**config.mk**
```make
export PLATFORM = sky130hd
export DESIGN_NAME = calc_sequencer
export DESIGN_NICKNAME = d
export VERILOG_FILES = /design/src/rtl/calc_pkg.sv /design/src/rtl/calc_sequencer.sv
export SDC_FILE = /design/constraint.sdc
export NUM_CORES = 1
export LEC_CHECK = 0
export BUFFER_PORTS_ARGS = -buffer_cell sky130_fd_sc_hd__buf_2
export CORE_ASPECT_RATIO = 1.2
export CORE_UTILIZATION = 53
export CTS_BUF_LIST = sky130_fd_sc_hd__clkbuf_4 sky130_fd_sc_hd__clkbuf_8
export DETAILED_ROUTE_END_ITERATION = 8
export GPL_TIMING_DRIVEN = 0
export PLACE_DENSITY = 0.95
export SETUP_SLACK_MARGIN = 0.02
export SLEW_MARGIN = 20
export SYNTH_ARGS = -nofsm -noshare
export SYNTH_HDL_FRONTEND = slang
export SYNTH_SLANG_ARGS = --single-unit
```
**constraint.sdc**
```tcl
create_clock -name clk -period 2.97 [get_ports clk]
set_clock_uncertainty 0.05 [all_clocks]
set_input_delay 0.7425 -clock clk [delete_from_list [all_inputs] [get_ports clk]]
set_output_delay 0.7425 -clock clk [all_outputs]
set_load 0.01 [all_outputs]
```
**src/rtl/calc_pkg.sv**
```systemverilog
// Shared opcode, state and token-kind encodings for the calculator front-end.
// calc_sequencer imports this package.
package calc_pkg;

  localparam logic [3:0] OP_ADD  = 4'd0;
  localparam logic [3:0] OP_ADD1 = 4'd1;
  localparam logic [3:0] OP_SUB  = 4'd2;
  localparam logic [3:0] OP_MUL  = 4'd3;
  localparam logic [3:0] OP_DIV  = 4'd4;
  localparam logic [3:0] OP_MOD  = 4'd5;
  localparam logic [3:0] OP_LAND = 4'd6;
  localparam logic [3:0] OP_LOR  = 4'd7;
  localparam logic [3:0] OP_NOT  = 4'd8;
  localparam logic [3:0] OP_LT   = 4'd9;
  localparam logic [3:0] OP_EQ   = 4'd10;
  localparam logic [3:0] OP_GT   = 4'd11;

  localparam logic [2:0] ST_A    = 3'd0;
  localparam logic [2:0] ST_OP   = 3'd1;
  localparam logic [2:0] ST_B    = 3'd2;
  localparam logic [2:0] ST_EXEC = 3'd3;
  localparam logic [2:0] ST_OUT  = 3'd4;

  typedef enum logic [2:0] {
    S_A    = ST_A,
    S_OP   = ST_OP,
    S_B    = ST_B,
    S_EXEC = ST_EXEC,
    S_OUT  = ST_OUT
  } state_t;

  localparam logic KIND_OPND = 1'b0;
  localparam logic KIND_OP   = 1'b1;

endpackage

```
**src/rtl/calc_sequencer.sv**
```systemverilog
// Token-stream front-end for the combinational calculator: operand/opcode/operand in, registered result out.
// Optional CALC_CHAIN_EN macro: each result becomes operand A of the next computation.
module calc_sequencer
  import calc_pkg::*;
#(
  parameter int              DATA_W     = 8,
  parameter int              OP_W       = 4,
  parameter logic [DATA_W-1:0] ERR_RESULT = 8'hFF
) (
  input  logic              clk,
  input  logic              rst_n,
  input  logic              in_valid,
  output logic              in_ready,
  input  logic              in_kind,
  input  logic [DATA_W-1:0] in_data,
  output logic [DATA_W-1:0] calc_input1,
  output logic [DATA_W-1:0] calc_input2,
  output logic [OP_W-1:0]   calc_opcode,
  input  logic [DATA_W-1:0] calc_result,
  input  logic              calc_overflow,
  output logic              out_valid,
  input  logic              out_ready,
  output logic [DATA_W-1:0] out_result,
  output logic              out_overflow,
  output logic              err
);

  state_t            state, state_n;
  logic [DATA_W-1:0] in1_n, in2_n, res_n;
  logic [OP_W-1:0]   op_n;
  logic              ovf_n, err_n;
  logic              chained, chained_n;
  logic              accept;

  always_ff @(posedge clk) begin
    if (!rst_n) begin
      state        <= S_A;
      calc_input1  <= '0;
      calc_input2  <= '0;
      calc_opcode  <= '0;
      out_result   <= '0;
      out_overflow <= 1'b0;
      err          <= 1'b0;
      chained      <= 1'b0;
    end else begin
      state        <= state_n;
      calc_input1  <= in1_n;
      calc_input2  <= in2_n;
      calc_opcode  <= op_n;
      out_result   <= res_n;
      out_overflow <= ovf_n;
      err          <= err_n;
      chained      <= chained_n;
    end
  end

  always_comb begin
    state_n   = state;
    in1_n     = calc_input1;
    in2_n     = calc_input2;
    op_n      = calc_opcode;
    res_n     = out_result;
    ovf_n     = out_overflow;
    err_n     = 1'b0;
    chained_n = 1'b0;
    in_ready  = (state == S_A) || (state == S_OP) || (state == S_B);
    out_valid = (state == S_OUT);
    accept    = in_valid && in_ready;

    case (state)
      S_A: begin
        if (accept) begin
          if (in_kind == KIND_OPND) begin
            in1_n   = in_data;
            state_n = S_OP;
          end else begin
            err_n   = 1'b1;
          end
        end
      end
      S_OP: begin
        if (!accept) begin
          chained_n = chained;
        end else if (in_kind == KIND_OP) begin
          op_n = in_data[OP_W-1:0];
          if (in_data[OP_W-1:0] == OP_NOT) begin
            in2_n   = '0;
            state_n = S_EXEC;
          end else begin
            state_n = S_B;
          end
        end else if (chained) begin
          // A fresh operand while chaining overrides the carried-over result.
          in1_n     = in_data;
          chained_n = 1'b1;
        end else begin
          err_n   = 1'b1;
          state_n = S_A;
        end
      end
      S_B: begin
        if (accept) begin
          if (in_kind == KIND_OPND) begin
            in2_n   = in_data;
            state_n = S_EXEC;
          end else begin
            err_n   = 1'b1;
            state_n = S_A;
          end
        end
      end
      S_EXEC: begin
        state_n = S_OUT;
        if (((calc_opcode == OP_DIV) || (calc_opcode == OP_MOD)) && (calc_input2 == '0)) begin
          res_n = ERR_RESULT;
          ovf_n = 1'b1;
          err_n = 1'b1;
        end else begin
          res_n = calc_result;
          ovf_n = calc_overflow;
        end
      end
      S_OUT: begin
        if (out_ready) begin
`ifdef CALC_CHAIN_EN
          in1_n     = out_result;
          chained_n = 1'b1;
          state_n   = S_OP;
`else
          state_n   = S_A;
`endif
        end
      end
      default: state_n = S_A;
    endcase
  end

endmodule

```
==> results of run 1 <==
==> how the worst max path moves through the flow <==
| stage | cells after the start | end | start | slack [ns] |
|---|---|---|---|---|
| finish | 3 | out_valid | state[0] | 0.85 |
| global route | 3 | out_valid | state[0] | 0.79 |
| CTS | 3 | out_valid | state[0] | 0.88 |
| detailed placement | 5 | calc_input2[2] | in_data[0] | 0.87 |
| global placement | 5 | calc_input2[3] | in_data[0] | 0.90 |
| floorplan | 5 | calc_input1[0] | in_kind | 1.11 |
==> worst max-delay path, stage by stage, from the launching register on <==
cell	delay (ns)
dfxtp_1	0.34
buf_2	0.17
nor3b_1	0.28
buf_2	0.18
==> per-layer routing <==
metal	wire length, µm	global-route usage, %	vias to the layer above
met4	83	11.34	0
met1	1336	26.62	577
met3	218	8.800	11
met2	1529	43.46	53
met5	0	0	-
li1	-	-	620
==> cell families after synthesis <==
family                 count (synthesis)
AOI/OAI and AO/OA                     35
buffers and inverters                 11
DFF                                   33
muxes                                 14
and+or+nand+nor                       51
==> where the power goes <==
group | internal (mW) | switching (mW) | total, mW
clock | 0.0891 | 0.161 | 0.250
sequential | 0.454 | 0.00614 | 0.460
combinational | 0.0467 | 0.0552 | 0.102
==> cell type report <==
type,instances,area (µm²)
inverters,1,3.754
clock inverters,3,17.52
repair buffers,51,255.2
plain buffers,10,50.05
well taps,31,38.79
fillers,190,640.6
flip-flops and latches,33,660.6
multi-input cells,100,649.4
clock buffers,5,37.54
==> state kept, by name, indices dropped and copies added (netlist names) <==
signal        flops
calc_input2       8
calc_opcode       4
out_overflow      1
out_result        8
err               1
calc_input1       8
state             3
==> stage by stage <==
stage	power, mW	hold slack [ns]
2_1_floorplan	0.5339	0.4818
3_3_place_gp	0.5675	0.4252
3_5_place_dp	0.5714	0.4406
4_1_cts	0.8107	0.4659
5_1_grt	0.8483	0.5003
6_report	0.8122	0.4673
==> layout by cell type, fill, tap and decap left out, types with 2 or more instances in the layout <==
cell / n
nand2_1: 8
clkbuf_1: 5
mux2i_1: 14
dfxtp_1: 33
buf_2: 54
o21ai_0: 11
o21ai_1: 2
a21oi_1: 11
clkbuf_4: 5
clkinv_2: 2
a22o_1: 8
nor2b_1: 15
nand2b_1: 4
nor3_1: 4
nor2_1: 11
==> results.md, run 1 <==
* Status: finished clean
* Core area at 2354 µm²
* Layout Cells excl Fill at 234
* Final ANT Viol Nets at 0
* Die Span Y at 57.57 µm
* Nets@finish at 224
* Post-CTS Resized at 0
* Post-synth top cells: dfxtp_1 (33), nor2b_1 (15), mux2i_1 (14)
* Largest net degree at the start of global routing at 12
* Synthesized instance count at 144
* Final core occ at 72.78%
* DRT Pass-1 Iters at 4
* Sequential area share after synthesis at 48.44%
* Initial antenna violation count at 0
* Syn avg cell area at 9.471 µm²
* Pwr dens at 474.2 nW/µm²
* ANT cells at 0
* Reg-to-reg setup timing slack at 1.35 ns
* Post-synth EDFFs at 0
* Post-synth ARST share at 0%
* Worst R2R End: calc_input2[0]
* CP endpoint kind: output pin
* Placed instance area at 1658 µm²
* Port buffer count at 51
* Synth unique cells at 28
* Clk Tree Root Cell: clkbuf_4
* DP Worst Slack at 0.8738 ns
* Share of layout cells above drive strength 1 at 33.50%
* First-pass GRT wire length at 5175 µm
* Clk_lat worst skew at 0.35 ns
* Fin worst setup slack at 0.8549 ns
* Placed Cells at 226
* Mapped Nets at 166
* Final Hold Vio Count at 0
* Final Max Slew Viols at 0
* Starting Density at 57.95%
* Cell with the most instances after synthesis: dfxtp_1
* I/O Pins at 54
* Min cycle time layout at 2.115 ns
* Hold WC Path Type: flip-flop to flip-flop
* Design Area, Final at 1713 µm²
* DIE AREA at 2781 µm²
* Area contributors post-synth: dfxtp_1 (48%), mux2i_1 (10%), nor2b_1 (6.9%)
* Vias in the first global route at 1199
* Final Cycle Share at 71.21%
* Reg2reg start: state[0]
* CP arrival at 1.32 ns
* Xor and xnor fraction of the mapped netlist area at 0%
* Post-route setup TNS at 0 ns
* Unrepaired setup endpoints after global routing: no
* Yosys reg bits at 33
* DR vias at 1261
* Final setup fails at 0
* GRT overflow at 0
* Worst-margin pin slew at 0.5989 ns
* Post-Synth Simple-Gate Area at 21.74%
* Starting DRT DRC Count at 28
* Max-cap check violation count at 0
* Clk pin slew, worst setup/hold paths at 0.11 ns
* Req. time, crit path at 2.18 ns
* Compound-Gate Fraction of Synth Area at 15.60%
* P&R area growth vs syn at 25.60%
* WL final at 3168 µm
* Hold Buf Count CTS at 0
* Setup Fix Bufs, Post-CTS at 0
* Synthesized cell area at 1364 µm²
* Slew HR at 59.81%
* Fmax at 472.8 MHz
* All-Layer GR Usage at 24.70%
* Placer congestion estimate at 0.8299
* Post-synthesis adder-cell area fraction at 0%
* # clock sinks at 33
* Hold Crit Endpoint: calc_input2[7]
* # rows at 19
* Synth Warn # at 0
* Largest family of logic cells by synthesized area: simple AND/OR/NAND/NOR gates
* Top fanout value on the critical path at 10
* Worst hold start: calc_input2[7]
* P_leak at 0.8263 nW
* CTS tree: built
* Area leader, netlist: dfxtp_1
* Mux share of post-synthesis cell area at 10.28%
* Post-DP HPWL at 2295 µm
* Dominant synthesized flop cell: dfxtp_1
* Wire per inst at 13.54 µm
* Peak supply drop at 0.4323 mV
* DRC Markers at 0
* Hold path depth at 1
* Critical path class: flip-flop to output pin
* Crit path launch type: flip-flop
* Die W at 48.31 µm
* Vias per inst at 5.389
* Yosys top cell area share at 48.44%
* Num CTS Buffers at 5
* Clock Tree Buf Depth at 2
* Htree depth at 2
* Worst reg-to-reg path cell count at 5
Power figures use the tool's default switching activity.
==> inputs of run 2 (changes only) <==
--- a/config.mk
+++ b/config.mk
@@ -7,11 +7,11 @@
 export LEC_CHECK = 0
 export BUFFER_PORTS_ARGS = -buffer_cell sky130_fd_sc_hd__buf_2
 export CORE_ASPECT_RATIO = 1.2
-export CORE_UTILIZATION = 53
+export CORE_UTILIZATION = 45
 export CTS_BUF_LIST = sky130_fd_sc_hd__clkbuf_4 sky130_fd_sc_hd__clkbuf_8
 export DETAILED_ROUTE_END_ITERATION = 8
 export GPL_TIMING_DRIVEN = 0
-export PLACE_DENSITY = 0.95
+export PLACE_DENSITY = 0.89
 export SETUP_SLACK_MARGIN = 0.02
 export SLEW_MARGIN = 20
 export SYNTH_ARGS = -nofsm -noshare
==> constraint.sdc (replaced) <==
create_clock -name clk -period 1.85 [get_ports clk]
set_clock_uncertainty 0.05 [all_clocks]
set_input_delay 0.4625 -clock clk [delete_from_list [all_inputs] [get_ports clk]]
set_output_delay 0.4625 -clock clk [all_outputs]
set_load 0.01 [all_outputs]
==> run 2 against run 1 <==
Compared with the run above:
- sequential cell count did not move
- combinational power rose by 61%
- core utilization is 12 points lower
- sequential power grew 60%
- sequential share of layout area is 0.20 points lower
- count of clock-buffer cells in the layout up 1
- clock power rose by 60%
- critical endpoint unchanged
- via count shrank 1.3%
- register-to-register slack worse by 1.1 ns
- largest power group unchanged
- critical path depth did not move
==> results.md, run 2 (synthesized netlist as in run 1, its figures left out) <==
* Largest net degree at the start of global routing at 11 (-1)
* Max layer used: met4
* Final ANT Viol Nets at 0 (unchanged)
* Hold Crit Endpoint: calc_input2[5]
* DR vias at 1245 (-1.3%)
* Num CTS Buffers at 5 (unchanged)
* Top fanout value on the critical path at 10 (unchanged)
* Fmax at 581.8 MHz
* Post-DP HPWL at 2284 µm (-0.47%)
* Status: finished clean
* Post-route total power at 1.302 mW (+60%)
* I/O Pins at 54 (unchanged)
* Slew HR at 59.16% (-0.65 points)
* Port buffer count at 51 (unchanged)
* Min cycle time layout at 1.719 ns
* Wire per inst at 13.08 µm (-3.4%)
* Req. time, crit path at 1.34 ns (-0.84 ns)
* Met2 WL at 1490 µm (-2.6%)
* CTS tree: built
* First-pass GRT wire length at 5057 µm (-2.3%)
* ANT cells at 0 (unchanged)
* Share of layout cells above drive strength 1 at 33.99% (+0.49 points)
* Crit path launch type: flip-flop
* CP arrival at 1.21 ns (-0.11 ns)
* Peak supply drop at 0.5258 mV (+22%)
* Post-route setup TNS at 0 ns (unchanged)
* WL met1 at 1341 µm (+0.37%)
* Fin worst setup slack at 0.1313 ns (-0.7237 ns)
* Worst-margin pin slew at 0.6085 ns (+0.009669 ns)
* CP endpoint kind: output pin
* Final setup fails at 0 (unchanged)
* DRC Markers at 0 (unchanged)
* Nets@finish at 224 (unchanged)
* Die Span Y at 62.31 µm (+8.2%)
* DP Worst Slack at 0.009242 ns (-0.8645 ns)
* Placed instance area at 1662 µm² (+0.23%)
* Die W at 52.26 µm (+8.2%)
* Unrepaired setup endpoints after global routing: no
* Metal3 WL at 228 µm (+4.6%)
* # clock sinks at 33 (unchanged)
* Comb pwr share at 12.6% (about the same)
* Sw Share at 26.04% (-1.3 points)
* Biggest regs: calc_input1 (8), calc_input2 (8), out_result (8)
* Worst hold start: in_data[5]
* Reg-to-reg setup timing slack at 0.23 ns (-1.12 ns)
* Core area at 2838 µm² (+21%)
* Final Cycle Share at 92.91%
* DRT Pass-1 Iters at 4 (unchanged)
* # rows at 21 (+2)
* P_leak at 0.8348 nW (+1.0%)
* Final Hold Vio Count at 0 (unchanged)
* WL final at 3099 µm (-2.2%)
* Hold path depth at 2 (+1)
* Switch Pwr at 0.3391 mW (+52%)
* Worst reg-to-reg path cell count at 5 (unchanged)
* Most used cell, CP: buf_2
* Most frequent cells in the layout: buf_2 (54), dfxtp_1 (33), nor2b_1 (15)
* Most common cell after layout, fill and taps aside: buf_2
* Clk pin slew, worst setup/hold paths at 0.10 ns (about the same)
* Critical path class: flip-flop to output pin
* Vias in the first global route at 1174 (-2.1%)
* Pwr dens at 756.4 nW/µm² (+60%)
* Worst R2R End: calc_input2[4]
* P&R area growth vs syn at 26.24%
* Sequential share of power at 56.7% (about the same)
* Reg2reg start: state[0]
* Initial antenna violation count at 0 (unchanged)
* Htree depth at 2 (unchanged)
* Hold WC Path Type: input pin to flip-flop
* Placer congestion estimate at 0.7979 (-3.9%)
* Starting DRT DRC Count at 11 (-61%)
* Max-cap check violation count at 0 (unchanged)
* Clk Tree Root Cell: clkbuf_4
* Power share of the clock group at 30.7% (about the same)
* Critical path's slowest cell: dfxtp_1
* Starting Density at 48.06% (-9.9 points)
* Int Power at 0.9632 mW (+63%)
* Design Area, Final at 1722 µm² (+0.51%)
* Clock Tree Buf Depth at 2 (unchanged)
* Final Max Slew Viols at 0 (unchanged)
* Worst path cell trace: buf_2 > nor3b_2 > buf_2
* DIE AREA at 3256 µm² (+17%)
* All-Layer GR Usage at 20.73% (-4.0 points)
* Vias per inst at 5.253 (-2.5%)
* Critical Path Max Stage Delay at 0.33 ns (about the same)
* Clk_lat worst skew at 0.34 ns (about the same)
* Final core occ at 60.67% (-12 points)
* GRT overflow at 0 (unchanged)
==> run 2: layout make-up <==
class / instances / area (µm²)
plain buffers: 10 / 50.05
flip-flops and latches: 33 / 660.6
clock inverters: 2 / 10.01
clock buffers: 6 / 45.04
fillers: 272 / 1116
well taps: 34 / 42.54
inverters: 1 / 3.754
repair buffers: 51 / 255.2
multi-input cells: 100 / 654.4
==> run 2: stage by stage <==
step,hold WS (ns),cells
after floorplan,0.4818,144
after global placement,0.4312,229
after detailed placement,0.4369,229
after CTS,0.3136,237
after global routing,0.3093,237
final,0.3122,237
==> run 2: power by group through the flow <==
| stage | Sequential, mW | Clock [mW] | Combinational, mW |
|---|---|---|---|
| floorplan | 0.762 | 0 | 0.0953 |
| global placement | 0.754 | 0 | 0.160 |
| detailed placement | 0.755 | 0 | 0.163 |
| CTS | 0.739 | 0.406 | 0.163 |
| global route | 0.741 | 0.447 | 0.179 |
| finish | 0.738 | 0.400 | 0.164 |
==> run 2: layer usage <==
metal	vias up	global-route usage (%)
met3	5	6.618
li1	621	-
met4	0	8.882
met2	49	34.78
met1	570	23.36
met5	-	0
==> run 2: what timing repair did <==
action,4_1_cts,5_1_grt
gates resized for setup,0,1
setup endpoints to repair,0,1
hold buffers,0,0
setup buffers,0,0
==> run 2: worst max path at each step <==
stage	from	end	slack, ns	depth (start not counted)
6_report	state[0]	out_valid	0.13	3
5_1_grt	state[0]	out_valid	0.05	3
4_1_cts	state[0]	out_valid	0.04	3
3_5_place_dp	in_data[0]	calc_input2[4]	0.009	5
3_3_place_gp	in_data[0]	calc_input2[6]	0.08	5
2_1_floorplan	in_kind	calc_input1[0]	0.27	5
==> run 2: critical path: cells and delay by family, from the launching register on <==
| kind | cells | cell delay [ns] |
|---|---|---|
| and+or+nand+nor | 1 | 0.21 |
| DFF | 1 | 0.33 |
| buffers and inverters | 2 | 0.34 |
